===== src/rtl/sha256_sequencer.sv =====
// rtl/sha256_sequencer.sv - sequences 512-bit blocks through the SHA-256 compressor and hasher
module sha256_sequencer #(
  parameter int ROUNDS  = 64,
  parameter int ROUND_W = 6
) (
  input  logic               clk,
  input  logic               rst,
  input  logic               blk_valid,
  input  logic               blk_first,
  input  logic               blk_last,
  output logic               blk_ready,
  output logic               sched_load,
  output logic               hash_wen,
  output logic               hash_init,
  output logic               comp_load,
  output logic               comp_en,
  output logic [ROUND_W-1:0] round_idx,
  output logic               busy,
  output logic               digest_valid,
  input  logic               digest_ack,
  output logic               err
);

  typedef enum logic [2:0] {IDLE, INIT, LOAD, ROUND, UPDATE, DONE} state_t;

  localparam logic [ROUND_W-1:0] LAST_ROUND = ROUND_W'(ROUNDS - 1);

  state_t state, state_nxt;
  logic   chain_open;
  logic   last_q;

  always_comb begin
    state_nxt    = state;
    blk_ready    = 1'b0;
    hash_wen     = 1'b0;
    hash_init    = 1'b0;
    comp_load    = 1'b0;
    comp_en      = 1'b0;
    busy         = 1'b1;
    digest_valid = 1'b0;
    case (state)
      IDLE: begin
        blk_ready = 1'b1;
        busy      = 1'b0;
        // A continuation block with no open message still gets INIT so the hasher is sane.
        if (blk_valid)
          state_nxt = (blk_first || !chain_open) ? INIT : LOAD;
      end
      INIT: begin
        hash_wen  = 1'b1;
        hash_init = 1'b1;
        state_nxt = LOAD;
      end
      LOAD: begin
        comp_load = 1'b1;
        state_nxt = ROUND;
      end
      ROUND: begin
        comp_en = 1'b1;
        if (round_idx == LAST_ROUND)
          state_nxt = UPDATE;
      end
      UPDATE: begin
        hash_wen  = 1'b1;
        state_nxt = last_q ? DONE : IDLE;
      end
      DONE: begin
        busy         = 1'b0;
        digest_valid = 1'b1;
        if (digest_ack)
          state_nxt = IDLE;
      end
      default: state_nxt = IDLE;
    endcase
  end

  assign sched_load = blk_valid & blk_ready;

  always_ff @(posedge clk or posedge rst) begin
    if (rst) begin
      state      <= IDLE;
      round_idx  <= '0;
      err        <= 1'b0;
      chain_open <= 1'b0;
      last_q     <= 1'b0;
    end else begin
      state <= state_nxt;
      if (sched_load) begin
        last_q <= blk_last;
        if (!blk_first && !chain_open)
          err <= 1'b1;
      end
      if (state == INIT)
        chain_open <= 1'b1;
      else if (state == DONE && digest_ack)
        chain_open <= 1'b0;
      // Counter returns to zero on the final round rather than relying on overflow.
      if (state == ROUND && round_idx != LAST_ROUND)
        round_idx <= round_idx + 1'b1;
      else
        round_idx <= '0;
    end
  end

endmodule


===== config.mk =====
export PLATFORM = sky130hd
export DESIGN_NAME = sha256_sequencer
export DESIGN_NICKNAME = d
export VERILOG_FILES = /design/src/rtl/sha256_sequencer.sv
export SDC_FILE = /design/constraint.sdc
export NUM_CORES = 1
export LEC_CHECK = 0
export ABC_AREA = 1
export BUFFER_PORTS_ARGS = -buffer_cell sky130_fd_sc_hd__buf_2
export CAP_MARGIN = 5
export CORE_AREA = 2 2 39 41
export CTS_BUF_LIST = sky130_fd_sc_hd__clkbuf_8
export DETAILED_ROUTE_END_ITERATION = 8
export DIE_AREA = 0 0 41 43
export GPL_TIMING_DRIVEN = 0
export PLACE_DENSITY = 0.77
export SYNTH_ARGS = -nofsm -noshare
export SYNTH_HDL_FRONTEND = slang
export SYNTH_SLANG_ARGS = --single-unit

===== constraint.sdc =====
create_clock -name clk -period 3.1 [get_ports clk]
set_clock_uncertainty 0.15 [all_clocks]
set_input_delay 0.31 -clock clk [delete_from_list [all_inputs] [get_ports clk]]
set_output_delay 0.31 -clock clk [all_outputs]
set_load 0.01 [all_outputs]

==> results.md <==
- The worst setup path is of the flop to output port kind.
- The layout filler cell count is 128.
- 21 I/O pins were placed.
- The area growth from synthesis to layout is 28.7%.
- The final count of pins violating max slew came to 0.
- Setup violations remaining at the end of the flow were counted as 0.
- The global placement routability congestion is 0.656.
- In the final layout, flip-flops and latches occupy between 300 and 400 um^2.
- The worst setup path is launched from a flop.
- Across all layers, the routed design uses around 590 vias.
- In this run the number of H-tree levels came out at 1.
- The classification of the worst-slack hold path is input pin to flop.
- Yosys printed 0 warnings.
- The mux cell area share after synthesis is 0%.
- Dividing the final minimum period by the clock period gives 56.7%.
- At the placement stage, the worst setup path has a slack of about 1.6 ns.
- The number of antenna violations at the first check in global routing came to 0.
- The synthesized net count is 88.
- The largest stage delay on the critical path is about 0.40 ns.
- The number of gates resized after CTS was 0.
- The signal on the critical path passes through nor2_1 -> nand2_2 -> nor2_2 -> buf_2.
- The setup slack after layout is 1.34 ns.
- The per-instance average area after synthesis is 7.96 um^2.
- The main combinational cell family by area after synthesis is simple AND/OR/NAND/NOR gates.
- The die is between 40 and 50 um wide.
- The post-synthesis sequential element count is 12.
- The maximum clock frequency is 569 MHz.
- The required time of the critical path is 2.64 ns.
- The sequential element share of the synthesized area is 46.6%.
- In this run switching power makes up 18.8% of total power.
- The detail route stage leaves a number of antenna-violating nets equal to 0.
- The full die area is 1760 um^2.
- Global routing used 17.3% of the available tracks across all layers.
- The count of mapped cells out of synthesis is 81.
- The clock root buffer is clkbuf_8.
- Summed over all failing endpoints, the final setup total negative slack is 0 ns.
- In the routed layout, each cell is associated on average with a via count of 4.83.
- Of the cells placed in the final design, the portion with a size suffix greater than 1 is between 30% and 40%.
- The clock network accounts for 49.8% of the total power.
- 0 antenna diodes ended up in the layout.
- The hold violation total from the final report came to 0.
- The share of synthesized cell area in and, or, nand and nor gates is 30.3%.
- Clock tree synthesis found a total of 12 sinks.
- The area inside the core boundary is 1380 um^2.
- In the post-synthesis netlist, the biggest area contributors are dfrtp_1 (47%), nand2_1 (8.7%), nor2_1 (8.2%), inv_1 (7.6%), nand3_1 (3.9%).
- In this run the post-CTS setup repair buffer count came out at 0.
- The internal power is 0.000275 W.
- The number of placement rows is 14.
- Summing all multi-input logic gate instances after layout gives 288 um^2.
- For this run, the detailed router's first-pass iteration total came to 4.
- The sort of element at the end of the critical path is an output port.
- In the layout the commonest cells are buf_2 (20), nand2_1 (15), nor2_1 (14).
- Summed over all cells, the static leakage comes to 0.482 nW.
- The clock network latency to the later pin of the worst-skew pair is 0.24 ns.
- The cell with the biggest individual delay on the critical path is dfrtp_1.
- The maximum buffer depth of the clock tree is 2.
- The post-synthesis cell type with the largest combined area is dfrtp_1.
- The clock transition at the registers of the reported paths is 0.05 ns.
- The layout net count is around 110.
- The area share of xor/xnor cells in the synthesized design is 2.72%.
- During placement, the flow inserted port buffers numbering 20.
- The placed wire-length estimate is about 1000 um.
- The initial DRC count is 1.
- The die extent in y is 43 um.
- The total grt overflow is 0.
- For this design the ratio of total power to cell area is 408 nW/um^2.
- The number of buffers inserted during clock tree synthesis is 3.
- Of the total power, registers draw 46.9%.
- Entering global routing, the biggest net connects 13 pins.
- The adder-cell area share of the yosys netlist is 1.94%.
- The worst vdd rail ir drop is 0.000320 V.
- Data on the critical path arrives at its endpoint at 1.30 ns.
- The number of global-route vias before repair came to 485.
- The number of buffers and inverters on the critical path is 1.
- For the pin with the worst max-slew slack, the measured transition is 0.465 ns.
- Setup repair after global routing left no endpoint under its margin.
- The wire length per cell after detailed routing is 10.2 um.
- The initial utilization of the core area, before any placement, comes to 46.6%.
- The number of unique standard cell types used by synthesis is 20.
- For this block, the routed nets add up to about 1.2 mm of wire.
- The most common library cell in the layout ignoring fill and taps is buf_2.
- The TritonCTS clock tree is done.
- Of the post-synthesis cell area, the dominant cell type holds 46.6%.
- The flow ran to the end, and the final reports show no timing, DRC or antenna violations.
- The first global-routing pass estimated 1.96 mm of wire.
- The mapped netlist covers 644 um^2.
- Of all nets on the critical path, the largest fanout is 5.
- The worst pin sits at a relative slew slack of approximately 69%.
- The number of max-cap violations is 0.
- The kind of cell with the highest combined delay on the critical path is simple AND/OR/NAND/NOR gates.
- The net switching power figure is 0.0000635 W.
- The part of the total power dissipated in combinational logic is under 10%.
- The worst path in the final design needs a cycle of 1.76 ns, including I/O delays and setup.
- The compound-cell area share of the yosys netlist is 9.71%.
- After clock tree synthesis, the flow added hold-fix buffers numbering 1.
- The final routed DRC violation total is 0.
## per-layer routing
| metal | global-route usage [%] | share of wire (%) |
|---|---|---|
| met1 | 19.7 | 42 |
| met2 | 27.5 | 50 |
| met3 | 3.14 | 5.2 |
| met4 | 12.0 | 3.2 |
| met5 | 0 | 0 |
## layout make-up
type                    count  area share (%)
clock buffers               4            6.64
inverters                  15            6.79
multi-input cells          54            34.7
flip-flops and latches     12            36.2
well taps                  16            2.41
repair buffers             21            13.3
## cells by family (layout without fill, tap and decap cells)
group                      after synthesis  count (layout)
buffers and inverters                   15              40
and+or+nand+nor                         42              42
xor gates and xnor gates                 2               2
DFF                                     12              12
AOI/OAI and AO/OA                        9               9
adders and majority gates                1               1
## cell usage after synthesis (all sizes together)
cell,count
ha,1
and2,1
inv,15
dfrtp,12
nor2,18
nand3,5
nand2,17
xor2,1
xnor2,1
nor3b,1
a21o,1
a21oi,2
o21ai,6
## sequential cells by signal, summed over array words and instances, names as in the netlist
signal and count:
err 1, round_idx 6, chain_open 1, last_q 1, state 3
## power by group through the flow
stage / Clock, W / Sequential (W) / Combinational [W]
after floorplan: 0 / 0.000162 / 0.00000453
after global placement: 0 / 0.000161 / 0.0000100
after detailed placement: 0 / 0.000161 / 0.0000103
after CTS: 0.000172 / 0.000159 / 0.0000113
after global routing: 0.000181 / 0.000159 / 0.0000127
final: 0.000169 / 0.000159 / 0.0000110
## stage by stage
step | power, W | util [%] | std cells | hold slack, ns | area [um^2]
after floorplan | 0.000166 | - | 81 | 0.0247 | 644
after global placement | 0.000171 | 55.2 | 117 | 0.181 | 764
after detailed placement | 0.000172 | 55.2 | 117 | 0.188 | 764
after CTS | 0.000342 | 59.9 | 122 | 0.118 | 830
after global routing | 0.000352 | 59.9 | 122 | 0.130 | 830
final | 0.000338 | 59.9 | 122 | 0.122 | 830
## worst min-delay path, stage by stage
cell and delay, ns:
buf_2 0.08, nand2_1 0.04, nand2_1 0.05
## worst paths after layout
path,start,to,slack [ns],depth (start not counted)
worst min-delay path,blk_last,last_q,0.12,3
worst max-delay path,state[0],sched_load,1.34,4
max in group asynchronous,rst,round_idx[1],2.01,3
min in group asynchronous,rst,round_idx[5],0.47,3
worst min register to register,err,err,0.31,1
worst max register to register,round_idx[0],state[0],1.62,5
(Power assumes the default switching activity.)
